`src/rtl/dec_stream_nxm_pkg.sv`:
```
// Shared types and constants for the streaming N-to-2^N one-hot decoder.
package dec_pkg;

  typedef enum logic {
    IDLE = 1'b0,
    SCAN = 1'b1
  } state_t;

  localparam logic MODE_SINGLE = 1'b0;
  localparam logic MODE_SCAN   = 1'b1;

endpackage

```
`src/rtl/dec_stream_nxm_onehot_dec.sv`:
```
// Combinational binary-to-one-hot decoder; a cleared enable forces all outputs inactive.
module onehot_dec #(
  parameter int SEL_W = 3
) (
  input  logic [SEL_W-1:0]      i_code,
  input  logic                  i_en,
  output logic [(1<<SEL_W)-1:0] o_y
);

  localparam int OUT_W = 1 << SEL_W;

  assign o_y = i_en ? (OUT_W'(1) << i_code) : '0;

endmodule

```
`src/rtl/dec_stream_nxm.sv`:
```
// Registered one-hot decoder with valid/ready handshake and a wrap-around scan mode.
// Build option: define DEC_ACTIVE_LOW_EN for an inverted (active-low) y output.
module dec_stream_nxm
  import dec_pkg::*;
#(
  parameter int SEL_W = 3
) (
  input  logic                  clk,
  input  logic                  rst_n,
  input  logic                  in_valid,
  output logic                  in_ready,
  input  logic [SEL_W-1:0]      sel,
  input  logic                  mode,
  input  logic [SEL_W-1:0]      scan_len,
  input  logic                  en,
  output logic [(1<<SEL_W)-1:0] y,
  output logic                  out_valid,
  input  logic                  out_ready,
  output logic                  busy,
  output logic                  scan_done
);

  localparam int OUT_W = 1 << SEL_W;
`ifdef DEC_ACTIVE_LOW_EN
  localparam logic [OUT_W-1:0] Y_IDLE = {OUT_W{1'b1}};
`else
  localparam logic [OUT_W-1:0] Y_IDLE = {OUT_W{1'b0}};
`endif

  state_t             r_state;
  state_t             w_next_state;
  logic [SEL_W-1:0]   r_code;
  logic [SEL_W-1:0]   r_rem;
  logic               r_en;
  logic [OUT_W-1:0]   r_y;
  logic               r_out_valid;
  logic               r_rdy;
  logic               w_in_ready;
  logic               w_busy;
  logic               w_scan_done;
  logic               w_in_hs;
  logic               w_out_hs;
  logic               w_last;
  logic               w_advance;
  logic [SEL_W-1:0]   w_dec_code;
  logic               w_dec_en;
  logic [OUT_W-1:0]   w_dec_y;

  assign w_in_hs    = in_valid && w_in_ready;
  assign w_out_hs   = r_out_valid && out_ready;
  assign w_last     = (r_rem == '0);
  assign w_advance  = (r_state == SCAN) && w_out_hs && !w_last;
  // A fresh request takes priority over the scan increment for the decoder input.
  assign w_dec_code = w_in_hs ? sel : r_code + SEL_W'(1);
  assign w_dec_en   = w_in_hs ? en  : r_en;

  onehot_dec #(.SEL_W(SEL_W)) u_dec (
    .i_code (w_dec_code),
    .i_en   (w_dec_en),
    .o_y    (w_dec_y)
  );

  always_ff @(posedge clk or negedge rst_n) begin
    if (!rst_n) begin
      r_state <= IDLE;
      r_rdy   <= 1'b0;
    end else begin
      r_state <= w_next_state;
      r_rdy   <= 1'b1;
    end
  end

  always_comb begin
    w_next_state = r_state;
    case (r_state)
      IDLE: if (w_in_hs && mode == MODE_SCAN) w_next_state = SCAN;
      SCAN: if (w_out_hs && w_last)
              w_next_state = (w_in_hs && mode == MODE_SCAN) ? SCAN : IDLE;
      default: w_next_state = IDLE;
    endcase
  end

  // On the final scan beat the slot frees up as it drains, so a new request can ride along.
  always_comb begin
    w_in_ready  = 1'b0;
    w_busy      = 1'b0;
    w_scan_done = 1'b0;
    case (r_state)
      IDLE: w_in_ready = r_rdy && (!r_out_valid || out_ready);
      SCAN: begin
        w_busy      = 1'b1;
        w_in_ready  = r_rdy && w_last && out_ready;
        w_scan_done = w_out_hs && w_last;
      end
      default: ;
    endcase
  end

  always_ff @(posedge clk or negedge rst_n) begin
    if (!rst_n) begin
      r_y         <= Y_IDLE;
      r_out_valid <= 1'b0;
      r_code      <= '0;
      r_rem       <= '0;
      r_en        <= 1'b0;
    end else if (w_in_hs) begin
      r_y         <= w_dec_y ^ Y_IDLE;
      r_out_valid <= 1'b1;
      r_code      <= sel;
      r_rem       <= scan_len;
      r_en        <= en;
    end else if (w_advance) begin
      r_y    <= w_dec_y ^ Y_IDLE;
      r_code <= w_dec_code;
      r_rem  <= r_rem - SEL_W'(1);
    end else if (w_out_hs) begin
      r_y         <= Y_IDLE;
      r_out_valid <= 1'b0;
    end
  end

  assign in_ready  = w_in_ready;
  assign y         = r_y;
  assign out_valid = r_out_valid;
  assign busy      = w_busy;
  assign scan_done = w_scan_done;

endmodule

```
`config.mk`:
```
export PLATFORM = sky130hd
export DESIGN_NAME = dec_stream_nxm
export DESIGN_NICKNAME = d
export VERILOG_FILES = /design/src/rtl/dec_stream_nxm_pkg.sv /design/src/rtl/dec_stream_nxm_onehot_dec.sv /design/src/rtl/dec_stream_nxm.sv
export SDC_FILE = /design/constraint.sdc
export NUM_CORES = 1
export LEC_CHECK = 0
export BUFFER_PORTS_ARGS = -buffer_cell sky130_fd_sc_hd__buf_2
export CAP_MARGIN = 15
export CORE_UTILIZATION = 50
export CTS_CLUSTER_DIAMETER = 100
export DETAILED_ROUTE_END_ITERATION = 10
export MAX_ROUTING_LAYER = met4
export PLACE_DENSITY = 0.82
export SYNTH_ARGS = -nofsm -noshare
export SYNTH_HDL_FRONTEND = slang
export SYNTH_SLANG_ARGS = --single-unit
```
`constraint.sdc`:
```
create_clock -name clk -period 2.19 [get_ports clk]
set_clock_uncertainty 0.2 [all_clocks]
set_input_delay 0.438 -clock clk [delete_from_list [all_inputs] [get_ports clk]]
set_output_delay 0.438 -clock clk [all_outputs]
set_load 0.05 [all_outputs]
```
==> results.md, run 1 <==
* Placed wire-length estimate at 1.694 mm
* Maximum VDD drop at 0.0007372 V
* Synth Area per Inst at 9.939 sq um
* Vias in the first global route at 863
* Final Setup Violations at 0
* Grt ovf at 0
* Asr flop ratio synth at 1.000
* Antenna Nets Post-Route at 0
* RR Startpoint: r_rem[0]
* Slack of the worst reg-to-reg path at 0.21 ns
* Sink Count at 18
* Worst-path fanout max at 3
* Final wirelength at 2.233 mm
* Die ar. at 0.002294 sq mm
* Largest net degree at the start of global routing at 19
* CTS max path bufs at 2
* Final hold slack at 0.1598 ns
* Layout cells sized above 1 at 0.3134
* Pwr dens at 1415 mW/mm^2
* CP Data Arrival Time at 1.50 ns
* Design Area, Final at 0.001261 sq mm
* Post-synth EDFFs at 0
* Int Power at 0.0009209 W
* Standard-cell row count at 16
* Commonest non-fill, non-tap cells in the layout: buf_2, dfrtp_1, nand2_1, nor2_1, a211o_1
* Worst setup path endpoint: in_ready
* Hold Fails Final Rpt at 0
* Hold Crit Class: primary input to flop
* CTS tree: built
* Clock power frac at 0.116
* DRT iter0 DRCs at 35
* Net Sw Power at 0.0008636 W
* Final min period at 2.137 ns
* Worst setup path class: flop to output pin
* Area added between synthesis and finish at 19.72%
* Multi-input gate area at 539.3 sq um
* Register Area at 450.4 sq um
* H-Tree Depth at 1
* Max Slew Vio Count at 0
* WL per Instance at 13.87 um
* R2R Path End: r_rem[1]
* Residual DRC count at 0
* Max Fclk at 467.9 MHz
* Data required, critical path at 1.55 ns
* Vias/cell at 5.901
* Die Height at 47.90 um
* Comb pwr share at 0.559
* Core Area at 0.001962 sq mm
* Setup ws final at 0.05285 ns
* Max_cap viols at 0
* Diode count at 0
* FF+latch count, synth at 18
* Vias post-DR at 950
* RSZ-0062 raised after global routing: yes
* Routability cong. at 0.7287
* Worst-skew pair later-pin latency at 0.30 ns
* Filler instances at 168
* Leak at 0.6546 nW
* Yosys cell types at 35
* Total Power at 0.001784 W
* Total GRT Usage at 0.2297
* DP Area at 0.001184 sq mm
* Switch share at 0.4840
* Ys flop type: dfrtp_1
* Worst setup SP type: flop
* Root Driver: clkbuf_4
* Crit end category: output pin
* Cts bufs inserted at 3
* Antenna violations before repair at 0
* R2R depth at 7
* Net Count, Synth at 121
* TritonRoute pass-1 iters at 5
* Io pins at 24
* Initial Utilization at 0.5370
* First-pass GRT wire length at 3.484 mm
* Post-layout nets at 150
* Sequential area share after synthesis at 0.4276
* Part of the cycle the worst path needs at 0.9759
* Status: finished, final reports clean
* Synth warn at 0
* Mapped Area at 0.001054 sq mm
* Die Wd at 47.90 um
* Start point of the critical path: r_rem[0]
* Setup TNS at 0 ns
* Port Buffers at 23
* Dpl ws at 0.2460 ns
* Worst-path clk slew at 0.10 ns
* Seq pwr share at 0.325
* Syn Inst Count at 106
* Commonest non-fill, non-tap cell in the layout: buf_2
## cell families (layout without fill, tap and decap cells)
group	count (synthesis)	count (layout)	synth area share
flops	18	18	0.4276
simple gates	40	40	0.2067
fa+ha+maj	3	3	0.03563
mux	1	1	0.01069
buf+inv	12	40	0.07126
xor+xnor	4	4	0.03326
other cells	1	1	0.003560
compound gates	27	27	0.2114
## per-layer routing
metal / vias to the layer above / global-route usage / wire [um]
met2: 46 / 0.3811 / 1094
met3: 5 / 0.04906 / 170
li1: 446 / - / -
met1: 453 / 0.2581 / 926
met5: - / - / 0
met4: 0 / 0.1167 / 42
## how the worst min path moves through the flow
stage | from | endpoint | slack (ns) | cells past startpoint
final | scan_len[2] | r_rem[2] | 0.16 | 3
after global routing | scan_len[2] | r_rem[2] | 0.17 | 3
after CTS | scan_len[2] | r_rem[2] | 0.16 | 3
after detailed placement | rst_n | r_state | 0.19 | 1
after global placement | rst_n | out_valid | 0.19 | 1
after floorplan | rst_n | out_valid | -0.06 | 0
## power by group through the flow
| stage | registers, W | logic [W] | clock network, W |
|---|---|---|---|
| after floorplan | 0.000765 | 0.000585 | 0 |
| after global placement | 0.000569 | 0.000914 | 0 |
| after detailed placement | 0.000584 | 0.000938 | 0 |
| after CTS | 0.000575 | 0.000953 | 0.000213 |
| after global routing | 0.000601 | 0.00108 | 0.000226 |
| final | 0.000580 | 0.000997 | 0.000208 |
## critical path, cell delays in order, from the launching register on
cell and delay [ns]:
dfrtp_1 0.41, inv_2 0.07, ha_2 0.18, nand2b_1 0.09
a21o_1 0.20, nor2_4 0.10, buf_8 0.15
## synthesized netlist by cell type (all sizes together) (2+ instances only)
cell type,count,area [sq um]
dfrtp,18,450.4
o21ai,2,10.01
a211o,7,61.31
ha,3,37.54
nand2,10,37.54
nor2,9,33.78
nand4,2,12.51
buf,5,48.79
a21o,3,22.52
nand4b,2,17.52
nand3,2,10.01
inv,7,26.28
nor4,4,25.02
nor4b,2,30.03
a221o,2,20.02
a21oi,4,20.02
nor3,5,25.02
xor2,3,26.28
## state kept, by name, summed over array words and instances (netlist names)
register / flops
r_code: 3
out_valid: 1
r_rem: 3
r_en: 1
r_rdy: 1
y: 8
r_state: 1
## what timing repair did
action / CTS / global route
setup buffers: 0 / 2
hold buffers: 1 / 0
resized for setup: 3 / 6
hold endpoints to repair: 18 / 0
pin swaps: 1 / 0
endpoints found under the setup margin: 2 / 2
## stage by stage
stage	utilization	cells
after floorplan	-	106
after global placement	0.6033	154
after detailed placement	0.6033	154
after CTS	0.6307	159
after global routing	0.6429	161
final	0.6429	161
## final cells by class
cell class	count	share of cell area
timing repair buffer	29	0.1389
clock buffer	4	0.02877
sequential	18	0.3571
multi-input combinational	76	0.4276
tap	27	0.02679
inverter	7	0.02083
Note: power is estimated with default switching activity, not from simulation.
==> run 2, diff against run 1 <==
MAX_ROUTING_LAYER = default   (was met4)
RECOVER_POWER = 25   (was default)
==> run 2 against run 1 <==
  * Global-route usage down 0.72 points
  * Die area unchanged
  * Maximum frequency hardly changed
  * Wire length increased by 1.5%
  * Clock-buffer cell count stayed put
  * Via count is 0.53% higher
  * Core utilization fell by 0.064 points
  * Critical endpoint unchanged
==> results.md, run 2 (synthesis gave the netlist of run 1 again) <==
* Standard-cell row count at 16
* Worst path buffer plus inverter count at 2
* CTS tree: built
* Layout cells sized above 1 at 0.3060
* Root Driver: clkbuf_4
* Antenna Nets Post-Route at 0
* DRT iter0 DRCs at 35
* Max Fclk at 467.8 MHz
* Slowest CP cell: dfrtp_1
* Vias/cell at 5.932
* Worst-path fanout max at 3
* Commonest non-fill, non-tap cell in the layout: buf_2
* Worst-skew pair later-pin latency at 0.30 ns
* Post-layout nets at 150
* Worst setup SP type: flop
* Setup ws final at 0.05227 ns
* Core Area at 0.001962 sq mm
* DP Area at 0.001184 sq mm
* Total GRT Usage at 0.2226
* Final min period at 2.138 ns
* Filler instances at 167
* Largest net degree at the start of global routing at 19
* Worst-path clk slew at 0.10 ns
* Die ar. at 0.002294 sq mm
* Status: finished, final reports clean
* Die Wd at 47.90 um
* Diode count at 0
* Max FFs per register at 8
* Hold Fails Final Rpt at 0
* Global routing's busiest layer: met2
* Final Setup Violations at 0
* Met1 Use GR at 0.2581
* Worst setup path class: flop to output pin
* Worst slew margin at 0.3472
* Vias post-DR at 955
* TritonRoute pass-1 iters at 4
* Hold Crit Class: primary input to flop
* WL per Instance at 14.07 um
* Routability cong. at 0.7202
* First-pass GRT wire length at 3.470 mm
* Die Height at 47.90 um
* Maximum VDD drop at 0.0007367 V
* Cts bufs inserted at 3
* Largest stage delay, worst path at 0.41 ns
* CP Data Arrival Time at 1.50 ns
* Pwr dens at 1418 mW/mm^2
* Finished Core Util at 0.6422
* CP delay by family, top: flip-flops
* Area added between synthesis and finish at 19.60%
* Commonest non-fill, non-tap cells in the layout: buf_2, dfrtp_1, nand2_1, nor2_1, a211o_1
* Data required, critical path at 1.55 ns
* Worst-Margin Slew at 0.9792 ns
* RSZ-0062 raised after global routing: yes
* M2 GR Usage at 0.3784
* Initial Utilization at 0.5370
* Placed wire-length estimate at 1.694 mm
* Max Slew Vio Count at 0
* Antenna violations before repair at 0
* Sink Count at 18
* Io pins at 24
* Grt ovf at 0
* Final wirelength at 2.266 mm
* Register Area at 450.4 sq um
* Met3 usage at 0.04906
* Part of the cycle the worst path needs at 0.9761
* H-Tree Depth at 1
* Max_cap viols at 0
* Dpl ws at 0.2460 ns
* Residual DRC count at 0
* Critical Path, Cell by Cell: inv_2 -> ha_2 -> nand2b_1 -> a21o_1 -> nor2_4 -> buf_8
* Multi-input gate area at 539.3 sq um
* Design Area, Final at 0.001260 sq mm
* Leak at 0.6519 nW
* Vias in the first global route at 865
* Crit end category: output pin
* CTS max path bufs at 2
* Port Buffers at 23
run 2: cell count changes in the layout (fill, tap and decap cells not counted), sizes merged:
cell | before | now
buf | 28 | 27
clkbuf | 4 | 5
run 2: layout make-up:
| class | count | share of cell area |
|---|---|---|
| sequential | 18 | 0.3575 |
| clock buffer | 4 | 0.02880 |
| timing repair buffer | 29 | 0.1380 |
| tap | 27 | 0.02681 |
| multi-input combinational | 76 | 0.4280 |
| inverter | 7 | 0.02085 |
run 2: worst min-delay path, cell delays in order:
cell	delay (ns)
buf_2	0.10
inv_1	0.04
a21oi_1	0.05
run 2: power breakdown:
part	total, W	leakage, nW	switching [W]	internal, W
registers	0.000580	0.228	0.000122	0.000459
logic	0.000995	0.403	0.000635	0.000360
clock network	0.000211	0.0210	0.000110	0.000101
total	0.00179	0.652	0.000867	0.000920
run 2: final timing paths:
path                                   from   endpoint  slack, ns  cells past startpoint
worst min register to register         y[0]       y[0]       0.29                      1
worst max-delay path               r_rem[0]   in_ready       0.05                      6
max in group asynchronous             rst_n  r_code[2]       0.59                      2
worst max register to register     r_rem[0]   r_rem[1]       0.21                      7
worst min-delay path            scan_len[2]   r_rem[2]       0.16                      3
min in group asynchronous             rst_n       y[7]       0.59                      2
run 2: stage by stage:
stage | TNS [ns] | cells | hold WS [ns] | power (W)
after floorplan | 0 | 106 | -0.05759 | 0.001349
after global placement | 0 | 154 | 0.1891 | 0.001484
after detailed placement | 0 | 154 | 0.1948 | 0.001522
after CTS | 0 | 159 | 0.1571 | 0.001741
after global routing | -0.01560 | 161 | 0.1655 | 0.001904
final | 0 | 161 | 0.1603 | 0.001787
run 2: repair_timing:
action	CTS	global route
pin swaps	1	0
hold buffers	1	0
resized for setup	3	6
hold endpoints to repair	18	0
setup endpoints to repair	2	2
setup buffers	0	2
run 2: routing by layer:
metal | share of wire | up-vias | wire length, um
met1 | 0.42 | 452 | 962
met5 | 0 | - | 0
met3 | 0.064 | 10 | 146
met4 | 0.025 | 0 | 57
li1 | - | 447 | -
met2 | 0.48 | 46 | 1099
==> run 3, diff against run 2 <==
CORE_UTILIZATION = 47   (was 50)
PLACE_DENSITY = 0.81   (was 0.82)
clock period = 1.81 ns   (was 2.19 ns; I/O delays follow)
==> run 3 against run 2 <==
  * The flow now finishes with violations (negative setup slack)
  * Hold slack worse by 0.075 ns
  * Sequential share of layout area decreased by 4.8 points
  * First-iteration DRC count increased by 34%
  * Critical endpoint unchanged
==> results.md, run 3 (synthesis gave the netlist of run 1 again) <==
* Die Wd at 49.35 um
* CTS tree: built
* Pwr dens at 1747 mW/mm^2
* Grt ovf at 0
* DRT iter0 DRCs at 47
* Max Slew Vio Count at 0
* Final min period at 2.012 ns
* Violated checks: negative setup slack
* Filler instances at 167
* Vias post-DR at 1,027
* Root Driver: clkbuf_4
* Post-layout nets at 165
* Initial Utilization at 0.5159
* Routability cong. at 0.9452
* R2R Path End: r_en
* Crit end category: output pin
* Final Setup Violations at 15
* Cts bufs inserted at 3
* Leak at 0.7518 nW
* Worst-skew pair later-pin latency at 0.31 ns
* Placed wire-length estimate at 1.944 mm
* Start point of the critical path: r_rem[0]
* Vias/cell at 5.835
* RSZ-0062 raised after global routing: yes
* Residual DRC count at 0
* Max FFs per register at 8
* Max_cap viols at 0
* Worst-path fanout max at 3
* Data required, critical path at 1.25 ns
* Max Fclk at 497.1 MHz
* Total GRT Usage at 0.2439
* CP Data Arrival Time at 1.45 ns
* Part of the cycle the worst path needs at 1.112
* Antenna violations before repair at 0
* Worst setup path endpoint: in_ready
* Largest net degree at the start of global routing at 19
* Slack of the worst reg-to-reg path at -0.11 ns
* Setup ws final at -0.2019 ns
* Maximum VDD drop at 0.001006 V
* Area added between synthesis and finish at 38.84%
* TritonRoute pass-1 iters at 4
* Core Area at 0.002042 sq mm
* Layout cells sized above 1 at 0.4497
* Diode count at 0
* Worst setup path class: flop to output pin
* Io pins at 24
* Die Height at 49.35 um
* Port Buffers at 23
* Sink Count at 18
* H-Tree Depth at 1
* Commonest non-fill, non-tap cell in the layout: buf_2
* CTS max path bufs at 2
* Standard-cell row count at 16
* Total Power at 0.002556 W
* Final hold slack at 0.08552 ns
* Worst-path clk slew at 0.11 ns
* Hold Crit Class: primary input to flop
* Hold Fails Final Rpt at 0
* Die ar. at 0.002435 sq mm
* Worst slew margin at 0.3412
* WL per Instance at 15.89 um
* Worst setup SP type: flop
* Antenna Nets Post-Route at 0
* RR Startpoint: r_rem[0]
* R2R depth at 7
* Final wirelength at 2.797 mm
* Status: finished, violations left
* Worst-Margin Slew at 0.9882 ns
* Vias in the first global route at 1,078
* First-pass GRT wire length at 4.443 mm
* Commonest non-fill, non-tap cells in the layout: buf_2, buf_4, dfrtp_1, nand2_1, nor2_1
-- run 3: cell count changes in the layout (fill, tap and decap cells not counted), sizes merged --
cell and delta:
buf +15
-- run 3: layer usage --
layer,part of all wire,up-vias,track usage
met5,0,-,0
met4,0.0097,0,0.1078
met3,0.048,4,0.04673
met2,0.53,46,0.4658
met1,0.41,502,0.2520
li1,-,475,-
-- run 3: power breakdown --
part           leakage (nW)  switching (W)  internal (W)  total [W]
sequential            0.226       0.000127      0.000559   0.000686
combinational         0.505       0.000936      0.000674    0.00161
clock                0.0210       0.000136      0.000123   0.000259
-- run 3: per-stage QoR --
stage | worst slack [ns] | instance area, sq um | TNS (ns) | cells | util
2_1_floorplan | -0.1811 | 1079 | -0.1951 | 106 | -
3_3_place_gp | -0.05641 | 1291 | -0.05695 | 166 | 0.6324
3_5_place_dp | -0.08609 | 1291 | -0.4888 | 166 | 0.6324
4_1_cts | -0.1894 | 1431 | -0.4283 | 175 | 0.7010
5_1_grt | -0.2693 | 1463 | -1.995 | 176 | 0.7163
6_report | -0.2019 | 1463 | -1.022 | 176 | 0.7163
-- run 3: cell type report --
| class | count | area [sq um] | share of cell area |
|---|---|---|---|
| multi-input cells | 76 | 611.8 | 0.4183 |
| flip-flops and latches | 18 | 452.9 | 0.3097 |
| well taps | 27 | 33.78 | 0.02310 |
| repair buffers | 44 | 301.5 | 0.2062 |
| inverters | 7 | 26.28 | 0.01796 |
| clock buffers | 4 | 36.28 | 0.02481 |
-- run 3: critical path, stage by stage, from the launching register on --
cell and delay (ns):
dfrtp_1 0.41, inv_2 0.09, ha_4 0.16, nand2b_4 0.06
a21o_1 0.19, nor2_4 0.09, buf_6 0.16
-- run 3: worst min path at each step --
stage	from	endpoint	depth (start not counted)
2_1_floorplan	rst_n	out_valid	0
3_3_place_gp	rst_n	r_rem[2]	1
3_5_place_dp	rst_n	r_rem[2]	1
4_1_cts	scan_len[0]	r_rem[0]	2
5_1_grt	scan_len[1]	r_rem[1]	2
6_report	scan_len[2]	r_rem[2]	3
-- run 3: timing repair --
action	4_1_cts	5_1_grt
hold buffers	1	0
pin swaps	9	8
resized for setup	16	7
endpoints found under the hold margin	18	0
endpoints found under the setup margin	16	17
buffers inserted	4	1
